--- src/rtl/matrix_stream_reader_pkg.sv ---
// Shared types and constants for the matrix store read-side sequencer.
package matrix_stream_reader_pkg;

  localparam int unsigned DIM_MAX = 5;
  localparam int unsigned DATA_W  = 16;
  localparam int unsigned DIM_W   = 3;
  localparam int unsigned ID_W    = 2;

  // Logical slot IDs: 1 = oldest stored matrix, 2 = newest.
  localparam logic [ID_W-1:0] ID_OLD = 2'd1;
  localparam logic [ID_W-1:0] ID_NEW = 2'd2;

  typedef enum logic [2:0] {
    StIdle,
    StCheck,
    StHdr,
    StFetch,
    StSend,
    StDone
  } rd_state_e;

  // A dimension is legal when it lies in 1..max_dim.
  function automatic logic dim_legal(logic [DIM_W-1:0] d, int unsigned max_dim);
    return (d != '0) && (32'(d) <= max_dim);
  endfunction

endpackage

--- src/rtl/matrix_stream_reader_if.sv ---
// Element stream from the reader to the display/UART formatter (valid/ready).
interface matrix_stream_reader_if
  import matrix_stream_reader_pkg::*;
#(
  parameter int unsigned DataW = DATA_W
) ();

  logic [DataW-1:0] data;
  logic             valid;
  logic             ready;
  logic [DIM_W-1:0] row;
  logic [DIM_W-1:0] col;
  logic             eol;
  logic             last;
  logic             hdr;

  modport master (
    output data, valid, row, col, eol, last, hdr,
    input  ready
  );

  modport slave (
    input  data, valid, row, col, eol, last, hdr,
    output ready
  );

endinterface

--- src/rtl/matrix_stream_reader_rc_counter.sv ---
// Row/column walk counter for the reader: clear, advance with wrap at n-1,
// and end-of-row / final-element flags for the current position.
module matrix_stream_reader_rc_counter
  import matrix_stream_reader_pkg::*;
(
  input  logic             clk,
  input  logic             rst_n,
  input  logic             clr_i,
  input  logic             adv_i,
  input  logic [DIM_W-1:0] m_i,
  input  logic [DIM_W-1:0] n_i,
  output logic [DIM_W-1:0] row_o,
  output logic [DIM_W-1:0] col_o,
  output logic             eol_o,
  output logic             last_o
);

  logic [DIM_W-1:0] row_q, row_d;
  logic [DIM_W-1:0] col_q, col_d;

  assign eol_o  = (col_q == (n_i - DIM_W'(1)));
  assign last_o = eol_o && (row_q == (m_i - DIM_W'(1)));
  assign row_o  = row_q;
  assign col_o  = col_q;

  // Next position: clear wins, otherwise step row-major.
  always_comb begin
    row_d = row_q;
    col_d = col_q;
    if (clr_i) begin
      row_d = '0;
      col_d = '0;
    end else if (adv_i) begin
      if (eol_o) begin
        col_d = '0;
        row_d = row_q + DIM_W'(1);
      end else begin
        col_d = col_q + DIM_W'(1);
      end
    end
  end

  // Position registers.
  always_ff @(posedge clk or negedge rst_n) begin
    if (!rst_n) begin
      row_q <= '0;
      col_q <= '0;
    end else begin
      row_q <= row_d;
      col_q <= col_d;
    end
  end

endmodule

--- src/rtl/matrix_stream_reader.sv ---
// Read-side sequencer for the matrix store: validates a (m,n,id) request, walks the
// stored matrix row-major over the store's combinational read port and emits each
// element on a valid/ready stream.
// Optional: define MATRIX_RD_HEADER_EN to prefix each stream with a header beat
// carrying {5'd0,m,5'd0,n}.
module matrix_stream_reader
  import matrix_stream_reader_pkg::*;
#(
  parameter int unsigned DimMax = DIM_MAX,
  parameter int unsigned DataW  = DATA_W
) (
  input  logic                  clk,
  input  logic                  rst_n,
  input  logic                  start_i,
  input  logic [DIM_W-1:0]      req_m_i,
  input  logic [DIM_W-1:0]      req_n_i,
  input  logic [ID_W-1:0]       req_id_i,
  output logic [DIM_W-1:0]      rd_m_o,
  output logic [DIM_W-1:0]      rd_n_o,
  output logic [ID_W-1:0]       rd_id_o,
  output logic [DIM_W-1:0]      rd_row_o,
  output logic [DIM_W-1:0]      rd_col_o,
  input  logic [DataW-1:0]      rd_data_i,
  input  logic [ID_W-1:0]       rd_count_i,
  matrix_stream_reader_if.master out_if,
  output logic                  busy_o,
  output logic                  done_o,
  output logic                  err_o
);

  rd_state_e        state_q;
  logic [DIM_W-1:0] rd_m_q, rd_n_q;
  logic [ID_W-1:0]  rd_id_q;
  logic [DataW-1:0] out_data_q;
  logic             out_valid_q;
  logic [DIM_W-1:0] out_row_q, out_col_q;
  logic             out_eol_q, out_last_q;
  logic             busy_q, done_q, err_q;

  logic             cnt_clr, cnt_adv;
  logic [DIM_W-1:0] cnt_row, cnt_col;
  logic             cnt_eol, cnt_last;
  logic             req_bad;

`ifdef MATRIX_RD_HEADER_EN
  logic             out_hdr_q;
  logic [DataW-1:0] hdr_word;
  assign hdr_word = DataW'({5'd0, rd_m_q, 5'd0, rd_n_q});
`endif

  // Request is rejected on an illegal shape, an unknown ID, or an ID not yet stored.
  assign req_bad = !dim_legal(rd_m_q, DimMax) || !dim_legal(rd_n_q, DimMax) ||
                   (rd_id_q < ID_OLD) || (rd_id_q > ID_NEW) || (rd_id_q > rd_count_i);

  // Counter steps only on an accepted element beat that is not the final one.
  assign cnt_clr = (state_q == StIdle) && start_i;
  assign cnt_adv = (state_q == StSend) && out_if.ready && !cnt_last;

  matrix_stream_reader_rc_counter u_rc_counter (
    .clk    (clk),
    .rst_n  (rst_n),
    .clr_i  (cnt_clr),
    .adv_i  (cnt_adv),
    .m_i    (rd_m_q),
    .n_i    (rd_n_q),
    .row_o  (cnt_row),
    .col_o  (cnt_col),
    .eol_o  (cnt_eol),
    .last_o (cnt_last)
  );

  // Sequencer FSM with all stream/status outputs registered.
  always_ff @(posedge clk or negedge rst_n) begin
    if (!rst_n) begin
      state_q     <= StIdle;
      rd_m_q      <= '0;
      rd_n_q      <= '0;
      rd_id_q     <= '0;
      out_data_q  <= '0;
      out_valid_q <= 1'b0;
      out_row_q   <= '0;
      out_col_q   <= '0;
      out_eol_q   <= 1'b0;
      out_last_q  <= 1'b0;
      busy_q      <= 1'b0;
      done_q      <= 1'b0;
      err_q       <= 1'b0;
`ifdef MATRIX_RD_HEADER_EN
      out_hdr_q   <= 1'b0;
`endif
    end else begin
      done_q <= 1'b0;
      err_q  <= 1'b0;
      unique case (state_q)
        StIdle: begin
          if (start_i) begin
            rd_m_q  <= req_m_i;
            rd_n_q  <= req_n_i;
            rd_id_q <= req_id_i;
            busy_q  <= 1'b1;
            state_q <= StCheck;
          end
        end
        StCheck: begin
          if (req_bad) begin
            done_q  <= 1'b1;
            err_q   <= 1'b1;
            state_q <= StDone;
          end else begin
`ifdef MATRIX_RD_HEADER_EN
            out_data_q  <= hdr_word;
            out_valid_q <= 1'b1;
            out_hdr_q   <= 1'b1;
            out_row_q   <= '0;
            out_col_q   <= '0;
            out_eol_q   <= 1'b0;
            out_last_q  <= 1'b0;
            state_q     <= StHdr;
`else
            state_q     <= StFetch;
`endif
          end
        end
`ifdef MATRIX_RD_HEADER_EN
        StHdr: begin
          if (out_if.ready) begin
            out_valid_q <= 1'b0;
            out_hdr_q   <= 1'b0;
            state_q     <= StFetch;
          end
        end
`endif
        StFetch: begin
          // rd_row/rd_col already point at the counter, so rd_data is this element.
          out_data_q  <= rd_data_i;
          out_row_q   <= cnt_row;
          out_col_q   <= cnt_col;
          out_eol_q   <= cnt_eol;
          out_last_q  <= cnt_last;
          out_valid_q <= 1'b1;
          state_q     <= StSend;
        end
        StSend: begin
          if (out_if.ready) begin
            out_valid_q <= 1'b0;
            if (out_last_q) begin
              done_q  <= 1'b1;
              state_q <= StDone;
            end else begin
              state_q <= StFetch;
            end
          end
        end
        StDone: begin
          busy_q  <= 1'b0;
          state_q <= StIdle;
        end
        default: state_q <= StIdle;
      endcase
    end
  end

  assign rd_m_o   = rd_m_q;
  assign rd_n_o   = rd_n_q;
  assign rd_id_o  = rd_id_q;
  assign rd_row_o = cnt_row;
  assign rd_col_o = cnt_col;

  assign out_if.data  = out_data_q;
  assign out_if.valid = out_valid_q;
  assign out_if.row   = out_row_q;
  assign out_if.col   = out_col_q;
  assign out_if.eol   = out_eol_q;
  assign out_if.last  = out_last_q;
`ifdef MATRIX_RD_HEADER_EN
  assign out_if.hdr   = out_hdr_q;
`else
  assign out_if.hdr   = 1'b0;
`endif

  assign busy_o = busy_q;
  assign done_o = done_q;
  assign err_o  = err_q;

endmodule

--- src/flat_wrapper.sv ---
// flat-port wrapper written by rule: the top's interface ports become plain ports
module matrix_stream_reader_flat import matrix_stream_reader_pkg::*;
#(
  parameter int unsigned DimMax = DIM_MAX,
  parameter int unsigned DataW  = DATA_W
)
  (clk, rst_n, start_i, req_m_i, req_n_i, req_id_i, rd_m_o, rd_n_o, rd_id_o, rd_row_o, rd_col_o, rd_data_i, rd_count_i, busy_o, done_o, err_o, out_if_data, out_if_valid, out_if_row, out_if_col, out_if_eol, out_if_last, out_if_hdr, out_if_ready);
  matrix_stream_reader_if #(.DataW(DataW)) out_if_i ();
  input  logic clk;
  input  logic rst_n;
  input  logic start_i;
  input  logic [DIM_W-1:0] req_m_i;
  input  logic [DIM_W-1:0] req_n_i;
  input  logic [ID_W-1:0] req_id_i;
  output logic [DIM_W-1:0] rd_m_o;
  output logic [DIM_W-1:0] rd_n_o;
  output logic [ID_W-1:0] rd_id_o;
  output logic [DIM_W-1:0] rd_row_o;
  output logic [DIM_W-1:0] rd_col_o;
  input  logic [DataW-1:0] rd_data_i;
  input  logic [ID_W-1:0] rd_count_i;
  output logic busy_o;
  output logic done_o;
  output logic err_o;
  output wire logic [$bits(out_if_i.data)-1:0] out_if_data;
  output wire logic [$bits(out_if_i.valid)-1:0] out_if_valid;
  output wire logic [$bits(out_if_i.row)-1:0] out_if_row;
  output wire logic [$bits(out_if_i.col)-1:0] out_if_col;
  output wire logic [$bits(out_if_i.eol)-1:0] out_if_eol;
  output wire logic [$bits(out_if_i.last)-1:0] out_if_last;
  output wire logic [$bits(out_if_i.hdr)-1:0] out_if_hdr;
  input wire logic [$bits(out_if_i.ready)-1:0] out_if_ready;
  assign out_if_data = out_if_i.data;
  assign out_if_valid = out_if_i.valid;
  assign out_if_row = out_if_i.row;
  assign out_if_col = out_if_i.col;
  assign out_if_eol = out_if_i.eol;
  assign out_if_last = out_if_i.last;
  assign out_if_hdr = out_if_i.hdr;
  assign out_if_i.ready = out_if_ready;
  matrix_stream_reader #(.DimMax(DimMax), .DataW(DataW)) u_core (.clk(clk), .rst_n(rst_n), .start_i(start_i), .req_m_i(req_m_i), .req_n_i(req_n_i), .req_id_i(req_id_i), .rd_m_o(rd_m_o), .rd_n_o(rd_n_o), .rd_id_o(rd_id_o), .rd_row_o(rd_row_o), .rd_col_o(rd_col_o), .rd_data_i(rd_data_i), .rd_count_i(rd_count_i), .out_if(out_if_i), .busy_o(busy_o), .done_o(done_o), .err_o(err_o));
endmodule
--- config.mk ---
export PLATFORM = sky130hd
export DESIGN_NAME = matrix_stream_reader_flat
export DESIGN_NICKNAME = d
export VERILOG_FILES = /design/src/rtl/matrix_stream_reader_pkg.sv /design/src/rtl/matrix_stream_reader_if.sv /design/src/rtl/matrix_stream_reader_rc_counter.sv /design/src/rtl/matrix_stream_reader.sv /design/src/flat_wrapper.sv
export SDC_FILE = /design/constraint.sdc
export NUM_CORES = 1
export LEC_CHECK = 0
export CAP_MARGIN = 20
export CORE_ASPECT_RATIO = 1.1
export CORE_MARGIN = 3
export CORE_UTILIZATION = 47
export CTS_BUF_LIST = sky130_fd_sc_hd__clkbuf_8
export DETAILED_ROUTE_END_ITERATION = 16
export PLACE_DENSITY = 0.87
export SKIP_CTS_REPAIR_TIMING = 1
export SLEW_MARGIN = 10
export SYNTH_ARGS = -nofsm -noshare
export SYNTH_HDL_FRONTEND = slang
export SYNTH_SLANG_ARGS = --single-unit
--- constraint.sdc ---
create_clock -name clk -period 2.1 [get_ports clk]
set_input_delay 0.315 -clock clk [delete_from_list [all_inputs] [get_ports clk]]
set_output_delay 0.315 -clock clk [all_outputs]
set_load 0.005 [all_outputs]
==> results of run 1 <==
-- layout make-up --
class / instances / area, µm²
clock buffer: 5 / 68.8
clock inverter: 3 / 21.3
fill: 324 / 1300
inverter: 12 / 45.0
multi-input combinational: 117 / 952
sequential: 45 / 1130
tap: 54 / 67.6
timing repair buffer: 77 / 766
-- final timing paths --
| path | startpoint | depth (start not counted) | endpoint |
|---|---|---|---|
| worst max-delay path | u_core.rd_m_o[0]$_DFFE_PN0P_ | 7 | u_core.u_rc_counter.row_o[2]$_DFFE_PN0P_ |
| worst min-delay path | u_core.out_if.valid$_DFFE_PN0P_ | 2 | u_core.out_if.valid$_DFFE_PN0P_ |
| worst max register to register | u_core.rd_m_o[0]$_DFFE_PN0P_ | 7 | u_core.u_rc_counter.row_o[2]$_DFFE_PN0P_ |
| worst min register to register | u_core.out_if.valid$_DFFE_PN0P_ | 2 | u_core.out_if.valid$_DFFE_PN0P_ |
| max in group asynchronous | rst_n | 3 | u_core.busy_o$_DFFE_PN0P_ |
| min in group asynchronous | rst_n | 3 | u_core.out_if.data[5]$_DFFE_PN0P_ |
-- cell families (layout without fill, tap and decap cells) --
kind of cell / after synthesis / after routing / share of synthesized area
other: 1 / 1 / 0.00175
and+or+nand+nor: 43 / 43 / 0.116
AOI/OAI and AO/OA: 34 / 34 / 0.103
adders and majority gates: 9 / 9 / 0.0524
xor gates and xnor gates: 7 / 7 / 0.0425
buffers and inverters: 20 / 97 / 0.0402
muxes: 23 / 23 / 0.120
DFF: 45 / 45 / 0.524
-- power breakdown --
part           internal [W]  switching (W)
sequential          0.00124       0.000297
clock              0.000236       0.000300
combinational       0.00128       0.000867
-- critical path, cell delays in order (launching register included) --
cell and delay (ns):
dfrtp_1 0.38, inv_1 0.07, ha_1 0.20, ha_1 0.32, xnor2_2 0.21, o31a_1 0.14, or4b_1 0.46, a21oi_2 0.15
-- stage by stage --
stage | std cells | TNS (ns)
floorplan | 182 | 0
CTS | 312 | 0
global route | 313 | -0.0211
finish | 313 | 0
detailed placement | 304 | 0
global placement | 304 | 0
-- routing by layer --
metal | wire [µm] | up-vias | GRT usage
met3 | 252 | 9 | 0.0406
met2 | 2090 | 58 | 0.276
met1 | 1930 | 776 | 0.228
met5 | 0 | - | 0
li1 | - | 788 | -
met4 | 101 | 0 | 0.0766
-- registers in the layout (all words and copies together) (netlist names) --
| register | cells |
|---|---|
| u_core.state_q | 3 |
| u_core.out_if.valid | 1 |
| u_core.out_if.eol | 1 |
| u_core.out_if.row | 3 |
| u_core.rd_id_o | 2 |
| u_core.rd_m_o | 3 |
| u_core.rd_n_o | 3 |
| u_core.err_o | 1 |
| u_core.out_if.last | 1 |
| u_core.u_rc_counter.col_o | 3 |
| u_core.out_if.col | 3 |
| u_core.busy_o | 1 |
| u_core.out_if.data | 16 |
| u_core.done_o | 1 |
| u_core.u_rc_counter.row_o | 3 |
-- cells in the final DEF, fill, tap and decap left out, types with 4 or more instances in the layout --
cell type and instances:
clkdlybuf4s50_1 70, dfrtp_1 45, mux2_2 22, nand2_1 21, o21ai_0 13, inv_1 12
ha_1 9, clkbuf_8 5, nor2_1 4, buf_4 4
==> metrics.txt, run 1 <==
number of global-route vias before repair 1623; Main synth FF type dfrtp_1; Power Total 0.00422 W; setup violators final 0; clock sink total 45; crit start category flip-flop; Yosys warnings 0; Die ar. 5420 µm²; max-slew violation count 0; crit-path max FO 3; Setup Crit Path Kind reg -> reg; synthesized flop and latch total 45; number of placement rows 25; Post-synth ARST share 1.00; WHS 0.488 ns; Clock Skew 0.00896 ns; area delta synth->final 41.8%; starting DRC count in detailed routing 51; CTS Root Cell clkbuf_8; Post-DRT Antenna Nets 0; final hold vios 0; most frequent cells after synthesis 45 x dfrtp_1, 22 x mux2_2, 21 x nand2_1, 13 x o21ai_0, 12 x inv_1; Post-Route WL 4370 µm; clock slew at reported path FFs 0.09 ns; crit path time final 2.00 ns; LEAKAGE 1.31 nW; mapped cell area 2150 µm²; Post-synth EDFFs 0; GPL Wtd Cong 0.835; leading area contributor after synthesis dfrtp_1; VDD IR max 0.000688 V; Wirelength per Cell 14.0 µm; Mapped Cells 182; die width 70.5 µm; Chip Height 76.9 µm; Yosys cell types 41; Skew-Pair Late Insertion Delay 0.30 ns; top-count cell post-synth dfrtp_1; crit end category flip-flop; GRT Overall Usage 0.175; Area contributors post-synth dfrtp_1 52%, mux2_2 12%, ha_1 5.2%; clock tree buffer depth 2; Cell Area, Placed 2930 µm²; share of cells above drive strength 1 0.178; Pre-antenna DRT Iters 4; fin util 0.701; Setup WS pre-CTS 0.109 ns; CP Data Required Time 2.33 ns; Initial Util 0.494; CTS buffer count 5; IO Pins 73; Hold Path Class reg -> reg; port bufs 71; routed vias 1631; H-tree levels 2; largest net degree at the start of global routing 46; max_cap viols 0; initial antenna violation count 0; hpwl dp 3140 µm; Core ar. 4350 µm²; Cell Pwr Density 1390 nW/µm²; Synthesized Nets 221; total grt overflow 0; first-pass GRT wire length 7580 µm; Mean Syn Cell Area 11.8 µm²; Total Nets Final 297; TritonCTS clock tree done; status complete, no violations; crit path DAT 2.23 ns; # DRC 0; Peak Freq 499 MHz; worst setup margin 0.0974 ns; Seq/Total Area, Yosys 0.524; Design Area, Final 3050 µm²; flop-to-flop setup slack 0.1 ns; Final Cycle Share 0.954; Avg Vias per Cell 5.21; area share of the largest cell type after synthesis 0.524; antenna cells 0
No activity file was read; power rests on OpenSTA's default activity.
==> run 2: changes to the inputs <==
- GPL_TIMING_DRIVEN: not set -> 0
- PLACE_DENSITY: 0.87 -> not set
- PLACE_DENSITY_LB_ADDON: not set -> 0.08
==> metrics.txt, run 2 (synthesis results as in run 1) <==
status finished, violations left; violated checks negative hold slack; Worst path slowest cell or4b_1; Worst-Margin Slew 0.739 ns; WHS -0.00247 ns (-0.490 ns); routed vias 1617 (-0.86%); LEAKAGE 1.32 nW (+0.50%); fin util 0.702 (+0.000864); final hold vios 3 (+3); Clock power frac 0.123 (-0.004); Initial Util 0.494 (unchanged); GRT Overall Usage 0.181 (+0.00669); Cell Area, Placed 2950 µm² (+0.64%); Peak Freq 502 MHz (+0.63%); first-pass GRT wire length 7980 µm (+5.3%); VDD IR max 0.000682 V (-0.91%); Avg Vias per Cell 5.12 (-1.8%); crit end category flip-flop; GPL Wtd Cong 0.812 (-2.7%); number of global-route vias before repair 1681 (+3.6%); total grt overflow 0 (unchanged); Wirelength per Cell 14.9 µm (+6.9%); IO Pins 73 (unchanged); Post-DRT Antenna Nets 0 (unchanged); Skew-Pair Late Insertion Delay 0.30 ns (about the same); Hold Path Class in -> async; share of cells above drive strength 1 0.183 (+0.00560); Chip Height 76.9 µm (unchanged); Slew headroom 0.506; Die ar. 5420 µm² (unchanged); CP top delay family adder cells; crit-path max FO 3 (unchanged); crit start category flip-flop; die width 70.5 µm (unchanged); clock tree buffer depth 2 (unchanged); max_cap viols 0 (unchanged); initial antenna violation count 0 (unchanged); area delta synth->final 42.0%; Core ar. 4350 µm² (unchanged); starting DRC count in detailed routing 88 (+73%); setup violators final 0 (unchanged); Setup Crit Path Kind reg -> reg; Reg power frac 0.358 (-0.006); crit path time final 1.99 ns (-0.0125 ns); switching pwr 0.00149 W (+1.5%); CTS Root Cell clkbuf_8; Gate power share 0.519 (+0.010); number of placement rows 25 (unchanged); hpwl dp 3470 µm (+11%); max-slew violation count 0 (unchanged); commonest non-fill, non-tap cell in the layout clkdlybuf4s50_1; clock sink total 45 (unchanged); internal power 0.00275 W (-0.25%); TritonCTS clock tree done; Final Cycle Share 0.948 (-0.00595); CTS buffer count 5 (unchanged); crit path DAT 2.21 ns (-0.02 ns); slowest stage delay, CP 0.43 ns (-0.03 ns); RSZ-0062 raised after global routing false; Clock Skew 0.00390 ns (-0.00506 ns); Cell Pwr Density 1390 nW/µm² (+0.24%); H-tree levels 2 (unchanged); Total Nets Final 300 (+1.0%); FILL cells 343 (+5.9%); Design Area, Final 3050 µm² (+0.12%); # DRC 0 (unchanged); antenna cells 0 (unchanged); CP bufs+invs 1 (unchanged); most frequent cells in the layout 70 x clkdlybuf4s50_1, 44 x dfrtp_1, 22 x mux2_2; Pre-antenna DRT Iters 4 (unchanged); Switching Share 0.351 (+0.00402); largest net degree at the start of global routing 24 (-48%); worst path cell trace inv_1 -> ha_1 -> ha_1 -> xnor2_2 -> o31a_1 -> or4b_1 -> a21oi_1; max FFs per register 16 (unchanged); CP Data Required Time 2.32 ns (about the same); clock slew at reported path FFs 0.08 ns (about the same); Post-Route WL 4720 µm (+7.9%); port bufs 71 (unchanged); Crit path top cell by count ha_1
==> run 2: changes by cell type in the layout (fill, tap and decap cells not counted), sizes merged <==
cell,change
clkbuf,+1
clkinv,-1
dlygate4sd3,-1
clkinvlp,+1
buf,+3
==> run 2: layout make-up <==
type                       instances  area [µm²]  area share
buffer                             8        41.3      0.0135
clock buffer                       5        68.8      0.0226
clock inverter                     3        18.8     0.00615
inverter                          12        45.0      0.0148
multi-input combinational        117         948       0.311
sequential                        45        1130       0.370
tap                               54        67.6      0.0221
timing repair buffer              72         733       0.240
==> run 2: power groups by stage <==
stage | combinational, W | clock, W | sequential [W]
finish | 0.00220 | 0.000523 | 0.00152
detailed placement | 0.00217 | 0 | 0.00154
floorplan | 0.00114 | 0 | 0.00153
global route | 0.00242 | 0.000580 | 0.00158
CTS | 0.00218 | 0.000547 | 0.00152
global placement | 0.00211 | 0 | 0.00152
==> run 2: worst paths after layout <==
check	cells after the start	from	slack (ns)	endpoint
setup / recovery	7	u_core.rd_m_o[0]$_DFFE_PN0P_	0.11	u_core.u_rc_counter.row_o[2]$_DFFE_PN0P_
hold / removal	1	rst_n	-0.002	u_core.out_if.data[7]$_DFFE_PN0P_
setup reg to reg	7	u_core.rd_m_o[0]$_DFFE_PN0P_	0.11	u_core.u_rc_counter.row_o[2]$_DFFE_PN0P_
hold reg to reg	2	u_core.out_if.eol$_DFFE_PN0P_	0.48	u_core.out_if.eol$_DFFE_PN0P_
max in group asynchronous	2	rst_n	1.58	u_core.rd_n_o[0]$_DFFE_PN0P_
min in group clk	2	u_core.out_if.eol$_DFFE_PN0P_	0.48	u_core.out_if.eol$_DFFE_PN0P_
==> run 2: layer usage <==
| layer | global-route usage | wire [µm] | share of wire |
|---|---|---|---|
| met2 | 0.292 | 2300 | 0.49 |
| met4 | 0.0460 | 60 | 0.013 |
| met1 | 0.239 | 2130 | 0.45 |
| met3 | 0.0537 | 226 | 0.048 |
| met5 | 0 | 0 | 0 |
==> run 2: per-stage QoR <==
| step | TNS, ns | hold slack (ns) | cells | setup slack, ns | total power, W |
|---|---|---|---|---|---|
| finish | 0 | -0.00247 | 316 | 0.110 | 0.00424 |
| global route | 0 | 0.0164 | 316 | 0.0155 | 0.00458 |
| CTS | 0 | 0.0107 | 316 | 0.109 | 0.00425 |
| detailed placement | 0 | 0.342 | 308 | 0.0249 | 0.00370 |
| global placement | -23.09 | 0.463 | 307 | -0.515 | 0.00363 |
| floorplan | 0 | 0.0194 | 182 | 0.256 | 0.00267 |
==> run 3: changes to the inputs <==
- CORE_MARGIN: 3 -> 2
==> metrics.txt, run 3 (synthesis results as in run 1) <==
Die ar. 5130 µm² (-5.4%); Crit path top cell by count ha_1; largest net degree at the start of global routing 29 (+21%); Worst-Margin Slew 0.653 ns (-0.0856 ns); CP Data Required Time 2.32 ns (about the same); die width 68.5 µm (-2.8%); routed vias 1648 (+1.9%); antenna cells 0 (unchanged); Chip Height 74.9 µm (-2.6%); max FFs per register 16 (unchanged); Skew-Pair Late Insertion Delay 0.29 ns (about the same); slowest stage delay, CP 0.40 ns (-0.03 ns); CP top delay family simple AND/OR/NAND/NOR gates; commonest non-fill, non-tap cell in the layout clkdlybuf4s50_1; fin util 0.707 (+0.00518); initial antenna violation count 0 (unchanged); Initial Util 0.494 (unchanged); VDD IR max 0.00107 V (+58%); flop-to-flop setup slack 0.16 ns (+0.05 ns); GRT Overall Usage 0.191 (+0.00983); number of global-route vias before repair 1588 (-5.5%); final hold vios 0 (-3); H-tree levels 2 (unchanged); worst reg2reg path startpoint u_core.rd_m_o[0]$_DFFE_PN0P_; Cell Pwr Density 1410 nW/µm² (+1.2%); starting DRC count in detailed routing 67 (-24%); total grt overflow 0 (unchanged); TritonCTS clock tree done; crit path DAT 2.16 ns (-0.05 ns); Setup Crit Path Kind reg -> reg; Post-Route WL 4420 µm (-6.3%); Avg Vias per Cell 5.20 (+1.6%); FILL cells 355 (+3.5%); number of placement rows 25 (unchanged); status complete, no violations; area delta synth->final 43.0%; Wirelength per Cell 13.9 µm (-6.6%); CP bufs+invs 1 (unchanged); crit path time final 1.94 ns (-0.0465 ns); # DRC 0 (unchanged); Pre-antenna DRT Iters 4 (unchanged); Slew headroom 0.563 (+0.0572); CTS Root Cell clkbuf_8; share of cells above drive strength 1 0.179 (-0.00450); R2R Path End u_core.u_rc_counter.col_o[0]$_DFFE_PN0P_; IO Pins 73 (unchanged); Peak Freq 515 MHz (+2.4%); Clock Skew 0.00540 ns (+0.00150 ns); Final Cycle Share 0.925 (-0.0222); port bufs 71 (unchanged); worst path cell trace inv_1 -> ha_1 -> ha_1 -> xnor2_1 -> nor3_1 -> nand2b_1 -> a31oi_1; clock tree buffer depth 2 (unchanged); most frequent cells in the layout 70 x clkdlybuf4s50_1, 44 x dfrtp_1, 22 x mux2_2; RSZ-0062 raised after global routing false; Post-DRT Antenna Nets 0 (unchanged); LEAKAGE 1.33 nW (+0.86%); GPL Wtd Cong 0.809 (-0.33%); crit start category flip-flop; max_cap viols 0 (unchanged); clock slew at reported path FFs 0.08 ns (about the same); crit-path max FO 5 (+2); Worst path slowest cell nor3_1; crit end category flip-flop; max-slew violation count 0 (unchanged); hpwl dp 3290 µm (-5.1%); Total Nets Final 301 (+0.33%); clock sink total 45 (unchanged); Hold Path Class in -> async; setup TNS 0 ns (unchanged); reg2reg path depth 7 (unchanged); first-pass GRT wire length 7230 µm (-9.3%); Core ar. 4350 µm² (unchanged); CTS buffer count 5 (unchanged); setup violators final 0 (unchanged)
-- run 3: worst max-delay path by stage --
stage | startpoint | endpoint | cells past startpoint
final | u_core.rd_m_o[0]$_DFFE_PN0P_ | u_core.u_rc_counter.col_o[0]$_DFFE_PN0P_ | 7
after global routing | u_core.rd_m_o[0]$_DFFE_PN0P_ | u_core.out_if.last$_DFFE_PN0P_ | 7
after floorplan | u_core.rd_n_o[0]$_DFFE_PN0P_ | u_core.u_rc_counter.row_o[0]$_DFFE_PN0P_ | 6
after CTS | u_core.rd_n_o[0]$_DFFE_PN0P_ | u_core.u_rc_counter.row_o[0]$_DFFE_PN0P_ | 6
after detailed placement | start_i | u_core.rd_id_o[0]$_DFFE_PN0P_ | 4
after global placement | rst_n | u_core.rd_m_o[1]$_DFFE_PN0P_ | 1
-- run 3: per-stage QoR --
step	area [µm²]	total power [W]	setup slack [ns]	hold WS, ns	std cells
after floorplan	2150	0.00267	0.256	0.0194	182
after global placement	2930	0.00363	-0.525	0.460	307
after detailed placement	2940	0.00368	0.0681	0.274	308
after CTS	3060	0.00438	0.0902	-0.0466	316
after global routing	3070	0.00466	0.00298	0.523	317
final	3070	0.00432	0.156	0.474	317
-- run 3: cell type report --
type	count	area, µm²	share of cell area
Clock inverter	2	37.5	0.0122
Clock buffer	6	82.6	0.0269
Inverter	12	45.0	0.0147
Buffer	8	41.3	0.0134
Sequential cell	45	1130	0.367
Multi-Input combinational cell	117	936	0.305
Timing Repair Buffer	73	736	0.239
Tap cell	54	67.6	0.0220
-- run 3: power by group --
group / internal [W] / leakage (nW) / switching [W]
Clock: 0.000387 / 0.0574 / 0.000289
Combinational: 0.00126 / 0.713 / 0.000875
Sequential: 0.00124 / 0.556 / 0.000271
-- run 3: layer usage --
metal | track usage | part of all wire | vias up | wire (µm)
met3 | 0.0359 | 0.049 | 7 | 217
li1 | - | - | 801 | -
met2 | 0.330 | 0.49 | 42 | 2180
met5 | 0 | 0 | - | 0
met1 | 0.231 | 0.44 | 798 | 1930
met4 | 0.0822 | 0.020 | 0 | 87
